===== src/rtl/grid_pkg.sv =====
// grid_pkg: shared cell codes, default widths and enums
// for the battleship grid memory subsystem.
package grid_pkg;

    localparam int ADDR_W_DEF = 8;
    localparam int DATA_W_DEF = 2;

    localparam logic [1:0] GRID_STATUS_EMPTY  = 2'b00;
    localparam logic [1:0] GRID_STATUS_MYSHIP = 2'b01;
    localparam logic [1:0] GRID_STATUS_MISS   = 2'b10;
    localparam logic [1:0] GRID_STATUS_HIT    = 2'b11;

    typedef enum logic {
        OWN_GAME = 1'b0,
        OWN_VID  = 1'b1
    } owner_e;

    typedef enum logic {
        RUN   = 1'b0,
        CLEAR = 1'b1
    } arb_state_e;

endpackage


===== src/rtl/rd_tag_pipe.sv =====
// rd_tag_pipe: DEPTH-deep shift register of {valid, owner}
// tags that follows a read through a fixed-latency RAM.
module rd_tag_pipe
    import grid_pkg::*;
#(
    parameter int DEPTH = 1
) (
    input  logic   clk,
    input  logic   rst,
    input  logic   i_valid,
    input  owner_e i_owner,
    output logic   o_valid,
    output owner_e o_owner
);

    logic [DEPTH-1:0] r_valid;
    owner_e           r_owner [DEPTH];

    always_ff @(posedge clk or posedge rst) begin
        if (rst) begin
            r_valid <= '0;
            for (int i = 0; i < DEPTH; i++) begin
                r_owner[i] <= OWN_GAME;
            end
        end else begin
            r_valid[0] <= i_valid;
            r_owner[0] <= i_owner;
            for (int i = DEPTH - 1; i > 0; i--) begin
                r_valid[i] <= r_valid[i-1];
                r_owner[i] <= r_owner[i-1];
            end
        end
    end

    assign o_valid = r_valid[DEPTH-1];
    assign o_owner = r_owner[DEPTH-1];

endmodule


===== src/rtl/grid_mem_arbiter.sv =====
// grid_mem_arbiter: shares the single-port grid RAM between the game FSM
// and the VGA renderer, and sweeps the grid empty before a new game.
module grid_mem_arbiter
    import grid_pkg::*;
#(
    parameter int ADDR_W     = ADDR_W_DEF,
    parameter int DATA_W     = DATA_W_DEF,
    parameter int GRID_CELLS = 100,
    parameter int RD_LATENCY = 1,
    parameter int MAX_WAIT   = 3
) (
    input  logic              clk,
    input  logic              rst,
    input  logic              game_req,
    input  logic              game_w_nr,
    input  logic [ADDR_W-1:0] game_addr,
    input  logic [DATA_W-1:0] game_wdata,
    output logic              game_gnt,
    output logic              game_rvalid,
    output logic [DATA_W-1:0] game_rdata,
    input  logic              vid_req,
    input  logic [ADDR_W-1:0] vid_addr,
    output logic              vid_gnt,
    output logic              vid_rvalid,
    output logic [DATA_W-1:0] vid_rdata,
    input  logic              clr_req,
    output logic              clr_busy,
    output logic              clr_done,
    output logic [ADDR_W-1:0] mem_addr,
    output logic [DATA_W-1:0] mem_wdata,
    output logic              mem_w_nr,
    input  logic [DATA_W-1:0] mem_rdata
);

    localparam int SW = (MAX_WAIT < 1) ? 1 : $clog2(MAX_WAIT + 1);
    localparam logic [SW-1:0]     STARVE_MAX = SW'(MAX_WAIT);
    localparam logic [ADDR_W-1:0] LAST_CELL  = ADDR_W'(GRID_CELLS - 1);
    localparam logic [DATA_W-1:0] EMPTY      = DATA_W'(GRID_STATUS_EMPTY);

    if (GRID_CELLS < 1 || GRID_CELLS > (2 ** ADDR_W)) begin : g_chk_cells
        $error("GRID_CELLS does not fit the ADDR_W address space");
    end
    if (RD_LATENCY < 1 || RD_LATENCY > 4) begin : g_chk_lat
        $error("RD_LATENCY must be 1..4");
    end
    if (MAX_WAIT < 1) begin : g_chk_wait
        $error("MAX_WAIT must be at least 1");
    end

    arb_state_e        r_state;
    logic [ADDR_W-1:0] r_cnt;
    logic [SW-1:0]     r_starve;
    logic [ADDR_W-1:0] r_mem_addr;
    logic [DATA_W-1:0] r_mem_wdata;
    logic              r_mem_w_nr;
    logic              r_clr_done;
    logic              r_tag_v;
    owner_e            r_tag_own;

    logic              w_run;
    logic              w_game_win;
    logic              w_game_gnt;
    logic              w_vid_gnt;
    logic              w_pipe_v;
    owner_e            w_pipe_own;

    // A pending clear request steals the cycle from both requesters.
    always_comb begin
        w_run      = (r_state == RUN);
        w_game_win = game_req && (!vid_req || (r_starve == STARVE_MAX));
        w_game_gnt = w_run && !clr_req && w_game_win;
        w_vid_gnt  = w_run && !clr_req && vid_req && !w_game_win;
    end

    always_ff @(posedge clk or posedge rst) begin
        if (rst) begin
            r_state     <= RUN;
            r_cnt       <= '0;
            r_starve    <= '0;
            r_mem_addr  <= '0;
            r_mem_wdata <= '0;
            r_mem_w_nr  <= 1'b0;
            r_clr_done  <= 1'b0;
            r_tag_v     <= 1'b0;
            r_tag_own   <= OWN_GAME;
        end else begin
            r_clr_done <= 1'b0;
            r_tag_v    <= 1'b0;
            unique case (r_state)
                RUN: begin
                    if (game_req && !w_game_gnt) begin
                        if (r_starve != STARVE_MAX) begin
                            r_starve <= r_starve + 1'b1;
                        end
                    end else begin
                        r_starve <= '0;
                    end
                    if (clr_req) begin
                        r_state     <= CLEAR;
                        r_cnt       <= '0;
                        r_mem_addr  <= '0;
                        r_mem_wdata <= EMPTY;
                        r_mem_w_nr  <= 1'b1;
                    end else if (w_game_gnt) begin
                        r_mem_addr  <= game_addr;
                        r_mem_wdata <= game_wdata;
                        r_mem_w_nr  <= game_w_nr;
                        r_tag_v     <= !game_w_nr;
                        r_tag_own   <= OWN_GAME;
                    end else if (w_vid_gnt) begin
                        r_mem_addr <= vid_addr;
                        r_mem_w_nr <= 1'b0;
                        r_tag_v    <= 1'b1;
                        r_tag_own  <= OWN_VID;
                    end else begin
                        r_mem_w_nr <= 1'b0;
                    end
                end
                CLEAR: begin
                    // mem_addr already shows r_cnt; advance or finish.
                    if (r_cnt == LAST_CELL) begin
                        r_state    <= RUN;
                        r_cnt      <= '0;
                        r_mem_w_nr <= 1'b0;
                        r_clr_done <= 1'b1;
                    end else begin
                        r_cnt      <= r_cnt + 1'b1;
                        r_mem_addr <= r_cnt + 1'b1;
                    end
                end
            endcase
        end
    end

    rd_tag_pipe #(
        .DEPTH (RD_LATENCY)
    ) u_tag_pipe (
        .clk     (clk),
        .rst     (rst),
        .i_valid (r_tag_v),
        .i_owner (r_tag_own),
        .o_valid (w_pipe_v),
        .o_owner (w_pipe_own)
    );

    assign game_gnt    = w_game_gnt;
    assign vid_gnt     = w_vid_gnt;
    assign game_rvalid = w_pipe_v && (w_pipe_own == OWN_GAME);
    assign vid_rvalid  = w_pipe_v && (w_pipe_own == OWN_VID);
    assign game_rdata  = mem_rdata;
    assign vid_rdata   = mem_rdata;
    assign clr_busy    = (r_state == CLEAR);
    assign clr_done    = r_clr_done;
    assign mem_addr    = r_mem_addr;
    assign mem_wdata   = r_mem_wdata;
    assign mem_w_nr    = r_mem_w_nr;

endmodule


===== config.mk =====
export PLATFORM = sky130hd
export DESIGN_NAME = grid_mem_arbiter
export DESIGN_NICKNAME = d
export VERILOG_FILES = /design/src/rtl/grid_pkg.sv /design/src/rtl/rd_tag_pipe.sv /design/src/rtl/grid_mem_arbiter.sv
export SDC_FILE = /design/constraint.sdc
export NUM_CORES = 1
export LEC_CHECK = 0
export BUFFER_PORTS_ARGS = -buffer_cell sky130_fd_sc_hd__buf_2
export CORE_MARGIN = 2
export CORE_UTILIZATION = 30
export DETAILED_ROUTE_END_ITERATION = 16
export GPL_ROUTABILITY_DRIVEN = 0
export PLACE_DENSITY_LB_ADDON = 0.3
export REMOVE_ABC_BUFFERS = 1
export SLEW_MARGIN = 5
export SYNTH_ARGS = -nofsm -noshare
export SYNTH_HDL_FRONTEND = slang
export SYNTH_SLANG_ARGS = --single-unit

===== constraint.sdc =====
create_clock -name clk -period 2.2 [get_ports clk]
set_input_delay 0.44 -clock clk [delete_from_list [all_inputs] [get_ports clk]]
set_output_delay 0.44 -clock clk [all_outputs]
set_load 0.005 [all_outputs]

[Yosys cells after proc, flatten, opt, wreduce, memory -nomap -nowiden]
Cells that the tools add are included.
Storage, ports and cells
  register bits: 27
  word-level logic and storage cells: 71
Operators by class
  eq/ne operators: 8
  mux-type cells: 27
  bitwise gates (word level): 3
  add/sub/neg operators: 2
  reductions and logical operators: 20
Operator list (number)
  2-to-1 mux 8 bit: 6
  case mux 8 bit (2 select lines): 2
  2-to-1 mux 1 bit: 13
  adder 8 x 1 -> 8 bit (second input constant): 1
  equality test 8 x 7 -> 1 bit (second input constant): 1
  logical AND 1 bit: 8
  2-to-1 mux 2 bit: 4
  inequality test 2 bit (second input constant): 3
  AND reduction 2 bit: 3
  logical NOT 1 bit: 5
  inequality test 2 x 1 -> 1 bit (second input constant): 2
  inequality test 4 x 3 -> 1 bit (second input constant): 1
  case mux 1 bit (2 select lines): 2
  nonzero test 2 bit: 2
  NOT 1 bit: 3
  AND reduction 3 bit: 1
  adder 2 x 1 -> 2 bit (second input constant): 1
  equality test 2 bit (second input constant): 1
  logical OR 1 bit: 1

[Depth between registers and ports, before layout]
  depth in word-level cells: 9
  mapped depth: 6
  mapped depth without buffers: 5

[Modules after synthesis]
A second synthesis with hierarchy kept.
Unflattened totals
  cell total of the unflattened synthesis: 164
  area total of the unflattened synthesis: 1550.2 um2
Modules (own cells, without submodules)
  grid_mem_arbiter: cells each 161, instances 1, seq. area each 625.6 um2, area an instance 1496.4 um2
  rd_tag_pipe: cells each 3, instances 1, seq. area each 50.0 um2, area an instance 53.8 um2

[Least setup slack after synthesis]
No wires, ideal clock.
  path kind: input to output
  from: input clr_req
  to: output vid_gnt
  setup slack: 0.513 ns
  buffers on the path: 2
  stages: 4
  arrival: 1.247 ns
  path through: clkbuf_1 nor2_1 clkbuf_1 and3_1
On the way
  word-level cells in the longest chain between the ends: 4
RTL lines
  from (decl): line grid_mem_arbiter.sv:26  | input logic clr_req,
  logical NOT 1 bit: line grid_mem_arbiter.sv:72  | w_vid_gnt = w_run && !clr_req && vid_req && !w_game_win;
  logical AND 1 bit (3 in series): line grid_mem_arbiter.sv:72
  to (decl): line grid_mem_arbiter.sv:23  | output logic vid_gnt,
Every way passes these cells.

[Worst setup path after layout]
  from: register r_starve[0]
  to: output vid_gnt
On the way
  word-level cells in the longest chain between the ends: 5
RTL lines
  from (decl): line grid_mem_arbiter.sv:52  | logic [SW-1:0] r_starve;
  from (signal assigned): line grid_mem_arbiter.sv:93  | r_starve <= r_starve + 1'b1;
  equality test 2 bit: line grid_mem_arbiter.sv:70  | w_game_win = game_req && (!vid_req || (r_starve == STARVE_MAX));
  logical OR 1 bit: line grid_mem_arbiter.sv:70
  logical AND 1 bit: line grid_mem_arbiter.sv:70
  logical NOT 1 bit: line grid_mem_arbiter.sv:72
  logical AND 1 bit: line grid_mem_arbiter.sv:72
Every way passes these cells.

==> flow_summary.ini <==
[status]
status = completed

[setup_path]
worstSetupPathType = reg -> out
cp_num_buf_inv = 1
reg2regPathDepth = 4
crit_chain = ha_1 -> nand2b_1 -> nand2_1 -> and3_1 -> buf_2
cp.arrival_ps = 1600
max_stage_delay_ps = 430
cp_num_cells = 5
worstPathRequired_ps = 1760
start_kind = flop
crit_family = simple AND/OR/NAND/NOR gates
crit_path_end_kind = output port
cp_max_fo = 5
cp_slowest_cell = dfrtp_1

[layout]
design_area_um2 = 1815
area_growth_pct = 19.42
diodes = 0
layout_common_cells = buf_2, dfrtp_1, nor2_1, nand2_1, o21ai_0
utilization = 0.3769
layout_commonest_cell = buf_2
nFillCells = 515
layout-drive-gt1-share = 0.2871
nets = 231

[power_and_ir_drop]
power.share.switching = 0.3596
vdd_ir_drop_max_v = 0.0002829
p_seq_frac = 0.492
netSwitchingPower_uw = 656.3
power.leakage_uw = 0.0008950
combPwrFrac = 0.351
power_density_nw_per_um2 = 1005
cell_internal_pwr_uw = 1168
clkPwrFrac = 0.157

[clocking]
post_cts_buffers = 0
hold_buffers = 0
cts-root-buf = clkbuf_8
cts_sinks = 27
htree_num_levels = 1
cts_resized = 0
clock_latency_ps = 270
clkTransAtPathRegs_ps = 100
cts_tree = built
cts_buffer_depth = 2
cts_buffers = 3

[placement]
port_buffers = 40
dpl_cell_area_um2 = 1764
hpwl_um = 2782

[hold_path]
hp-class = in -> async

[synth]
synth_cells = 166
yosys_warnings = 0
ys_seq_elements = 27
ys.flop_type = dfrtp_1
synth_top_area_cell = dfrtp_1
synth-async-reset-ratio = 1.000
ys_types = 41
syn_area_um2 = 1520
synth_top_area_frac = 0.4444
syn_area_per_cell_um2 = 9.158
synth_edf_count = 0
yosys-top-cells-area = dfrtp_1, o21ai_0, a21oi_1, nand2_1, nor2_1
ys_seq_area_frac = 0.4444

[route]
dr_wl_met2_um = 1822
vias = 1349
drc = 0
viasPerCell = 5.015
routed_wl_um = 3731
postRouteAntennaNets = 0
post_drt_wl_per_cell_um = 13.87
wl_met1_um = 1773
firstDrtPassIters = 4
dr.first_iter.drc_count = 81
routed.top_layer = met4
wl_met3_um = 99

[timing]
tightest_slew_ps = 421.5
period_needed_ps = 2038
tns_ps = 0
hold_viol_final = 0
rsz0062_at_grt = false
timing.final.crit_share = 0.9263
finalSetupViolations = 0
skew_ps = 4.944
drv_slew = 0
relSlewSlack = 0.7164
fmax_mhz = 490.7

[die]
ios = 47
placementRows = 25
start_util = 0.3156
fp.coreArea_um2 = 4817
die_h_um = 75.19
die_area_um2 = 5653
die_x_um = 75.19

[global_route]
first_global_vias = 1211
grt_max_degree = 28
grt_use_total = 0.1395
grt_pass1_wl_um = 6037
antenna_found_initial = 0
grt_remaining_overflow = 0

[job]
max_cap_viol_count = 0
==> path summary, 6_finish.rpt <==
check                       startpoint                 end  slack, ps
setup reg to reg              r_cnt[0]            r_cnt[0]        320
hold / removal                     rst            r_cnt[2]        210
setup / recovery           r_starve[0]             vid_gnt        160
min in group clk             game_w_nr             r_tag_v        340
hold reg to reg                r_tag_v  u_tag_pipe.o_valid        360
max in group asynchronous          rst         r_starve[1]       1730
==> power by group through the flow <==
stage                     Clock [µW]  Combinational, µW  Sequential (µW)
after floorplan                    0                432              865
after global placement             0                642              893
after detailed placement           0                652              906
after CTS                        290                655              894
after global routing             316                736              930
final                            287                640              898
==> cell usage after synthesis (2+ instances only) <==
master	n
and2_1	2
a21boi_0	5
buf_2	2
dfrtp_1	27
nor3_1	2
nand2_1	15
a21o_1	2
nand3_1	7
buf_4	4
o211ai_1	2
ha_1	2
mux2i_1	4
clkbuf_1	6
a21oi_1	12
and4_1	3
o21ai_0	14
nand2b_1	5
and3_1	6
a22o_1	2
buf_6	2
a31oi_1	4
nor2_1	15
mux2_2	2
nand4_1	2
inv_1	3
==> layer usage <==
metal	global-route usage	vias to the layer above
li1	-	672
met3	0.02410	2
met4	0.04094	0
met2	0.2261	16
met1	0.1917	659
met5	0	-
==> layout make-up <==
type / count / area, µm² / share of cell area
multi-input combinational: 122 / 753.2 / 0.4149
sequential: 27 / 675.6 / 0.3722
timing repair buffer: 46 / 245.2 / 0.1351
tap: 67 / 83.83 / 0.04618
clock buffer: 3 / 41.29 / 0.02274
inverter: 3 / 11.26 / 0.006203
clock inverter: 1 / 5.005 / 0.002757
==> cells by family after synthesis <==
family,Yosys count,share of synthesized area
buffers and inverters,17,0.06337
muxes,6,0.04115
and+or+nand+nor,64,0.2198
xor gates and xnor gates,1,0.005762
AOI/OAI and AO/OA,49,0.2091
DFF,27,0.4444
adders and majority gates,2,0.01646
==> registers in the layout, indices dropped and copies added, names as in the netlist, 2 cells and up <==
register / count
mem_addr: 8
mem_wdata: 2
r_cnt: 8
r_starve: 2
==> worst min-delay path: cells and delay by family <==
| family | cells | cell delay [ps] |
|---|---|---|
| buf+inv | 3 | 450 |
==> per-stage QoR <==
step                      power, µW  hold slack [ps]  instances  worst slack [ps]
after floorplan                1297            331.2        152             194.6
after CTS                      1838            225.4        269             95.59
after detailed placement       1558            346.6        265             358.0
after global placement         1535            336.8        265             410.5
after global routing           1982            242.1        269             62.44
final                          1825            212.5        269             162.2
No activity file was read; power rests on OpenSTA's default activity.
